## config.mk

```make
export PLATFORM = sky130hd
export DESIGN_NAME = regwrite_decoder_stage
export DESIGN_NICKNAME = d
export VERILOG_FILES = /design/src/rtl/regwrite_decoder_stage.sv
export SDC_FILE = /design/constraint.sdc
export NUM_CORES = 1
export LEC_CHECK = 0
export CORE_UTILIZATION = 27
export CTS_CLUSTER_DIAMETER = 100
export CTS_CLUSTER_SIZE = 28
export DETAILED_ROUTE_END_ITERATION = 12
export PLACE_DENSITY = 0.76
export REMOVE_ABC_BUFFERS = 1
export SLEW_MARGIN = 15
export SYNTH_ARGS = -nofsm -noshare
export SYNTH_HDL_FRONTEND = slang
export SYNTH_SLANG_ARGS = --single-unit
```

## constraint.sdc

```tcl
create_clock -name clk -period 0.9 [get_ports clk]
set_input_delay 0.09 -clock clk [delete_from_list [all_inputs] [get_ports clk]]
set_output_delay 0.09 -clock clk [all_outputs]
set_load 0.02 [all_outputs]
```

## src/rtl/regwrite_decoder_stage.sv

```systemverilog
// regwrite_decoder_stage: staged one-hot register-file write enable with zero-register masking and read-hit compare
module regwrite_decoder_stage #(
   parameter int ADDR_W   = 5,
   parameter int ZERO_REG = 31
) (
   input  logic                   clk,
   input  logic                   reset,
   input  logic                   RegWrite,
   input  logic [ADDR_W-1:0]      WriteRegister,
   input  logic                   stall,
   input  logic                   flush,
   input  logic [ADDR_W-1:0]      ReadRegA,
   input  logic [ADDR_W-1:0]      ReadRegB,
   output logic [(2**ADDR_W)-1:0] wr_en,
   output logic                   wr_valid,
   output logic [ADDR_W-1:0]      wr_addr,
   output logic                   hit_a,
   output logic                   hit_b
);
   localparam int NUM_REGS = 2**ADDR_W;
   localparam logic ZERO_EN = (ZERO_REG >= 0) && (ZERO_REG < NUM_REGS);
   localparam logic [ADDR_W-1:0] ZERO_A = ADDR_W'(ZERO_REG);
   logic              v_q, v_d;
   logic [ADDR_W-1:0] addr_q, addr_d;
   always_comb begin
      v_d    = flush ? 1'b0 : stall ? v_q : RegWrite;
      addr_d = (flush || stall) ? addr_q : WriteRegister;
   end
   always_ff @(posedge clk) begin
      if (reset) begin
         v_q    <= 1'b0;
         addr_q <= '0;
      end else begin
         v_q    <= v_d;
         addr_q <= addr_d;
      end
   end
   always_comb begin
      wr_valid = v_q && !(ZERO_EN && addr_q == ZERO_A);
      wr_en    = NUM_REGS'(wr_valid) << addr_q;
      wr_addr  = addr_q;
      hit_a    = wr_valid && (ReadRegA == addr_q);
      hit_b    = wr_valid && (ReadRegB == addr_q);
   end
endmodule

```

After elaboration in Yosys (flattened, before gate mapping)
Index checks and enable logic that the tools add are counted.

operators by class
  add/sub/neg operators = 0
  multiply operators = 0
  div/mod/pow operators = 0
  order comparisons = 0
  eq/ne operators = 3
  shifts and indexed selects = 1
  mux-type cells = 0
  bitwise operators = 0
  reduce and logical (&&, ||, !) cells = 6

operator list
  kind                count
  $shl 1x5->32        1
  $eq 5x5->1          2
  $eq 5x5->1 const B  1
  $logic_and 1x1->1   3
  $reduce_or 2->1     1
  $logic_not 1->1     1
  $logic_or 1x1->1    1

storage, ports and cells
  register bits after elaboration = 6
  latch bits = 0
  RAM bits = 0
  ROM bits = 0
  input bits = 20
  output and inout port bits = 40
  word-level logic and storage cells = 12
  memories kept = 0

Logic depth before layout (Yosys ltp)
Gate-level depths: netlist of run 1.

  word-level depth = 4
  gate-level depth with buffers = 4
  depth with buffers taken out = 3

Worst setup path after synthesis of run 1
No wires, ideal clock.

  kind = register -> output
  from = register addr_q[2], in the netlist wr_addr[2]
  to = output port hit_a
  arrival time = 1.302 ns
  data required time = 0.810 ns
  path slack = -0.492 ns
  cell stages (with the launch flop) = 5
  buffers on the path = 1
  cell sequence = dfxtp_1 buf_6 xnor2_1 nand3_1 nor4_2

on the way
  word-level cells in the longest chain between the ends = 4
  elaborated cells between the ends (all ways) = 5
  those cells by class = 2 x eq/ne; 3 x reduce/logical

ends and longest elaborated chain
  what                    line  source
  from (decl)             24    logic [ADDR_W-1:0] addr_q, addr_d;
  from (signal assigned)  35    addr_q <= addr_d;
  $eq 5x5->1              39    wr_valid = v_q && !(ZERO_EN && addr_q == ZERO_A);
  $logic_not 1->1         39
  $logic_and 1x1->1       39
  $logic_and 1x1->1 (*)   42    hit_a = wr_valid && (ReadRegA == addr_q);
  to (decl)               17    output logic hit_a,

Mark *: on every way between the ends. The rest lies on a longest branch, timed or not.

Worst setup path in the final report of run 1
  from = register addr_q[4], in the netlist wr_addr[4]
  to = output port wr_en[24]

on the way
  word-level cells in the longest chain between the ends = 4

ends and longest elaborated chain
  what               line  source
  $eq 5x5->1         39
  $logic_not 1->1    39
  $logic_and 1x1->1  39
  $shl 1x5->32 (*)   40    wr_en = NUM_REGS'(wr_valid) << addr_q;
  to (decl)          14    output logic [(2**ADDR_W)-1:0] wr_en,

Marked as above.

==> impl_metrics.py, run 1 <==
metrics = {
    "setup_path": {
        "slowest_delay_ns": 0.39,
        "r2r_cells": 4,
        "crit_chain": "buf_6 > and2b_2 > nand3_4 > nor2_2 > buf_6",
        "cpMaxStageDelayCell": "dfxtp_4",
        "path_class": "register to primary output",
        "crit_path_start_kind": "register",
        "end_kind": "primary output",
        "critPathMaxFanout": 5,
        "cpMostUsedCell": "buf_6",
        "critPathRequiredTime_ns": 0.81,
        "cp.arrival_ns": 1.36,
    },
    "timing": {
        "rsz0062_at_grt": "yes",
        "final.setup.tns_ns": -16.71,
        "fmax_ghz": 0.692,
        "fin_crit_ns": 1.45,
        "layout_setup_ws_ns": -0.546,
        "finalSetupViolations": 38,
        "hold_violations": 0,
        "finalMaxSlewViolations": 0,
        "whs_ns": 0.255,
        "finalCritPeriodShare_pct": 161,
        "clock_skew_ns": 0,
    },
    "power_and_ir_drop": {
        "p_int_mw": 0.648,
        "power_mw": 0.960,
        "pwr-share-comb_pct": 42.9,
        "p_clk_share_pct": 25.4,
        "p_per_area_nw_per_um2": 576,
        "power_switching_mw": 0.313,
        "power.leakage_nw": 0.679,
        "switching_share_pct": 32.5,
        "seq_power_share_pct": 31.7,
        "irDropWorstVdd_mv": 0.782,
    },
    "floorplanning": {
        "start_util_pct": 28.6,
        "core_um2": 2190,
        "io_pins": 60,
        "die_h_um": 50.2,
        "die_w_um": 50.2,
        "fp-row-count": 17,
        "die_area_um2": 2520,
    },
    "run_status": {
        "violations": "setup timing",
        "status": "complete, but fails checks",
    },
    "clock_tree": {
        "cts.clk_slew.worst_paths_ns": 0.05,
        "cts_buffers": 3,
        "ctsHoldBuffers": 0,
        "cts_max_path_buffers": 2,
        "tritoncts": "yes",
        "htree_levels": 1,
        "cts.sinks": 6,
        "root_buffer": "clkbuf_4",
        "worstSkewPairLatency_ns": 0.24,
    },
    "grt": {
        "grt_remaining_overflow": 0,
        "grt_util_all_layers_pct": 19.9,
        "antenna_found_initial": 0,
        "grt_max_degree": 9,
        "grt_pass1_wl_um": 3860,
        "grt_pass1_vias": 861,
    },
    "yosys": {
        "syn_avg_cell_area_um2": 6.33,
        "netlist_area_um2": 627,
        "seq_area_frac_synth_pct": 19.2,
        "synthCells": 99,
        "synth.distinct_cells": 23,
        "synth-seq-cells": 6,
        "synth_warnings": 0,
    },
    "detailed_routing": {
        "wl_per_cell_um": 15.4,
        "drtPass1Iterations": 4,
        "route.detailed.drc": 0,
        "drtIter0Drc": 20,
        "postRouteAntennaNets": 0,
        "routed_wl_um": 3060,
        "via_per_inst": 4.95,
        "vias": 981,
    },
    "finish": {
        "drive_gt1_share_pct": 67.1,
        "diodes": 0,
        "nNetsFinal": 192,
        "final_cell_mix": "33 x buf_6, 23 x buf_4, 18 x clkdlybuf4s50_1, 14 x nor2_4, 10 x nor2_1",
        "layout_commonest_cell": "buf_6",
        "synthToLayoutAreaGrowth_pct": 166,
        "utilization_pct": 76.1,
        "fillers": 161,
    },
    "placed_design": {
        "dpl.hpwl_um": 1770,
        "port-buffer-count": 58,
        "preCtsSetupSlack_ns": -0.887,
        "place.gp.congestion": 0.774,
    },
    "job": {
        "cap_violations": 0,
    },
    "min_path": {
        "whs_path_depth": 3,
        "hp-class": "input pin to register",
    },
}
[Yosys cell counts]
| master | count | share of area (%) |
|---|---|---|
| a21oi_1 | 5 | 4.0 |
| and2b_1 | 1 | 1.2 |
| and2b_2 | 1 | 1.4 |
| buf_2 | 4 | 3.2 |
| buf_4 | 1 | 1.2 |
| buf_6 | 4 | 7.2 |
| conb_1 | 1 | 0.60 |
| dfxtp_1 | 6 | 19 |
| inv_1 | 1 | 0.60 |
| mux2i_1 | 1 | 1.6 |
| nand2_1 | 10 | 6.0 |
| nand2b_1 | 2 | 2.0 |
| nand3_1 | 7 | 5.6 |
| nand4_1 | 1 | 1.0 |
| nor2_1 | 33 | 20 |
| nor2b_1 | 1 | 1.0 |
| nor3_1 | 1 | 0.80 |
| nor4_2 | 2 | 4.0 |
| o21ai_0 | 5 | 4.0 |
| o21ai_1 | 1 | 0.80 |
| or2_1 | 1 | 1.0 |
| xnor2_1 | 6 | 8.4 |
| xor2_1 | 4 | 5.6 |
[layer usage]
metal  track usage [%]  wire, um  up-vias  part of all wire (%)
li1                  -         -      458                     -
met1              23.4      1090      475                    36
met2              37.1      1700       40                    56
met3              3.94       171        8                   5.6
met4              2.86        90        0                   2.9
met5                 0         0        -                     0
[cells by family after synthesis]
family	share of synthesized area, %
compound gates	8.78
xor+xnor	14.0
buf+inv	12.2
flops	19.2
mux	1.60
other cells	0.598
simple gates	43.7
[metrics by stage]
step	instances	area (um^2)
after global placement	189	1270
after floorplan	90	554
after detailed placement	189	1270
after CTS	194	1340
after global routing	198	1670
final	198	1670
[power groups by stage]
stage / Clock, mW / Combinational [mW] / Sequential, mW
2_1_floorplan: 0 / 0.0967 / 0.318
3_5_place_dp: 0 / 0.294 / 0.307
5_1_grt: 0.263 / 0.436 / 0.307
4_1_cts: 0.247 / 0.339 / 0.299
3_3_place_gp: 0 / 0.289 / 0.307
6_report: 0.244 / 0.412 / 0.305
[path summary, 6_finish.rpt]
| check | startpoint | to | slack [ns] |
|---|---|---|---|
| worst max-delay path | wr_addr[4] | wr_en[24] | -0.55 |
| worst min-delay path | stall | v_q | 0.26 |
| worst max register to register | wr_addr[4] | wr_addr[4] | 0.06 |
| worst min register to register | wr_addr[3] | wr_addr[3] | 0.56 |
[what timing repair did]
item | in CTS | in global routing
resized for setup | 234 | 78
pin swaps | 17 | 12
setup endpoints to repair | 40 | 41
buffers inserted | 2 | 4
[area by class of cell]
type / instances / area, um^2 / share of cell area [%]
inverter: 1 / 3.75 / 0.225
timing repair buffer: 77 / 762 / 45.7
multi-input combinational: 83 / 704 / 42.2
clock buffer: 3 / 22.5 / 1.35
sequential: 6 / 140 / 8.40
tap: 28 / 35.0 / 2.10
[flip-flops by register name, summed over array words and instances, names as in the netlist]
signal and cells:
wr_addr 5, v_q 1
[worst max-delay path, delay by kind of cell (launching register included)]
kind / cells / cell delay [ns]
buf+inv: 2 / 0.26
flops: 1 / 0.39
simple gates: 3 / 0.47
No activity file was read; power rests on OpenSTA's default activity.
==> run 2, diff against run 1 <==
Settings changed: GPL_ROUTABILITY_DRIVEN from default to 0, MAX_ROUTING_LAYER from default to met4.
==> impl_metrics.py, run 2 (same netlist as run 1, synthesis figures left out) <==
metrics = {
    "setup_path": {
        "path_class": "register to primary output",
        "critPathRequiredTime_ns": 0.81,
        "r2r_cells": 4,
        "cp-endpoint": "wr_en[24]",
        "crit_path_start_kind": "register",
        "cp.arrival_ns": 1.36,
        "cp-startpoint": "wr_addr[4]",
        "end_kind": "primary output",
        "rrSetupSlack_ns": 0.06,
        "reg2reg_to": "wr_addr[4]",
        "critPathMaxFanout": 5,
        "r2r-start": "wr_addr[4]",
    },
    "finish": {
        "synthToLayoutAreaGrowth_pct": 166,
        "fillers": 161,
        "drive_gt1_share_pct": 67.1,
        "nNetsFinal": 192,
        "largest_reg_flops": 5,
        "final_cell_mix": "33 x buf_6, 23 x buf_4, 18 x clkdlybuf4s50_1, 14 x nor2_4, 10 x nor2_1",
        "layout_commonest_cell": "buf_6",
        "diodes": 0,
        "utilization_pct": 76.1,
    },
    "detailed_routing": {
        "drtIter0Drc": 14,
        "postRouteAntennaNets": 0,
        "vias": 983,
        "route.detailed.drc": 0,
        "routed_wl_um": 3070,
        "via_per_inst": 4.96,
        "wl_per_cell_um": 15.5,
        "drtPass1Iterations": 4,
    },
    "run_status": {
        "violations": "setup timing",
        "status": "complete, but fails checks",
    },
    "timing": {
        "final.setup.tns_ns": -16.79,
        "finalSetupViolations": 38,
        "rsz0062_at_grt": "yes",
        "fin_crit_ns": 1.45,
        "clock_skew_ns": 0,
        "hold_violations": 0,
        "finalMaxSlewViolations": 0,
        "layout_setup_ws_ns": -0.551,
        "fmax_ghz": 0.689,
        "finalCritPeriodShare_pct": 161,
    },
    "grt": {
        "grt_pass1_wl_um": 3860,
        "grt.met2_usage_pct": 37.1,
        "gr-max-usage-layer": "met2",
        "grt_pass1_vias": 856,
        "grtUsageMet1_pct": 23.4,
        "antenna_found_initial": 0,
        "grt_max_degree": 9,
        "grt_util_all_layers_pct": 20.4,
        "grt_remaining_overflow": 0,
        "use_met3_pct": 3.94,
    },
    "clock_tree": {
        "cts_max_path_buffers": 2,
        "htree_levels": 1,
        "worstSkewPairLatency_ns": 0.24,
        "tritoncts": "yes",
        "cts_buffers": 3,
        "cts.clk_slew.worst_paths_ns": 0.05,
        "root_buffer": "clkbuf_4",
        "cts.sinks": 6,
    },
    "power_and_ir_drop": {
        "irDropWorstVdd_mv": 0.786,
        "p_per_area_nw_per_um2": 577,
        "power.leakage_nw": 0.679,
        "power_mw": 0.963,
    },
    "floorplanning": {
        "io_pins": 60,
        "core_um2": 2190,
        "fp-row-count": 17,
        "die_area_um2": 2520,
        "start_util_pct": 28.6,
        "die_h_um": 50.2,
        "die_w_um": 50.2,
    },
    "min_path": {
        "hp-class": "input pin to register",
    },
    "job": {
        "cap_violations": 0,
    },
    "placed_design": {
        "dpl.hpwl_um": 1770,
        "port-buffer-count": 58,
        "preCtsSetupSlack_ns": -0.887,
    },
}
-- run 2: metal layers --
layer	part of all wire, %	vias to the layer above
met5	0	-
met3	4.8	10
li1	-	456
met2	55	38
met4	3.2	0
met1	37	479
-- run 2: where the power goes --
part / leakage (nW) / total, mW / switching, mW / internal (mW)
Clock: 0.0138 / 0.246 / 0.0951 / 0.151
Combinational: 0.612 / 0.412 / 0.187 / 0.225
Sequential: 0.0531 / 0.305 / 0.0327 / 0.272
Total: 0.679 / 0.963 / 0.315 / 0.648
-- run 2: final cells by class --
class / count / area (um^2) / area share [%]
timing repair buffer: 77 / 762 / 45.7
multi-input combinational: 83 / 704 / 42.2
sequential: 6 / 140 / 8.40
tap: 28 / 35.0 / 2.10
clock buffer: 3 / 22.5 / 1.35
inverter: 1 / 3.75 / 0.225
-- run 2: repair_timing --
item	CTS	global route
pin swaps	17	12
resized for setup	234	78
cloned	0	0
buffers inserted	2	4
endpoints found under the setup margin	40	41
hold buffers	0	0
-- run 2: through the flow --
stage          hold WS (ns)  cell area (um^2)  cells
6_report              0.253              1670    198
5_1_grt               0.280              1670    198
4_1_cts               0.384              1340    194
3_5_place_dp          0.575              1270    189
3_3_place_gp          0.560              1270    189
2_1_floorplan         0.159               554     90
-- run 2: critical path, stage by stage (launching register included) --
cell and delay (ns):
dfxtp_4 0.39, buf_6 0.13, and2b_2 0.20, nand3_4 0.13, nor2_2 0.14, buf_6 0.13
-- run 2: how the worst min path moves through the flow --
stage / from / slack, ns / end / cells past startpoint
2_1_floorplan: reset / 0.16 / wr_addr[0] / 1
5_1_grt: stall / 0.28 / v_q / 3
6_report: stall / 0.25 / v_q / 3
3_5_place_dp: wr_addr[3] / 0.57 / wr_addr[3] / 2
4_1_cts: WriteRegister[2] / 0.38 / wr_addr[2] / 3
3_3_place_gp: wr_addr[3] / 0.56 / wr_addr[3] / 2
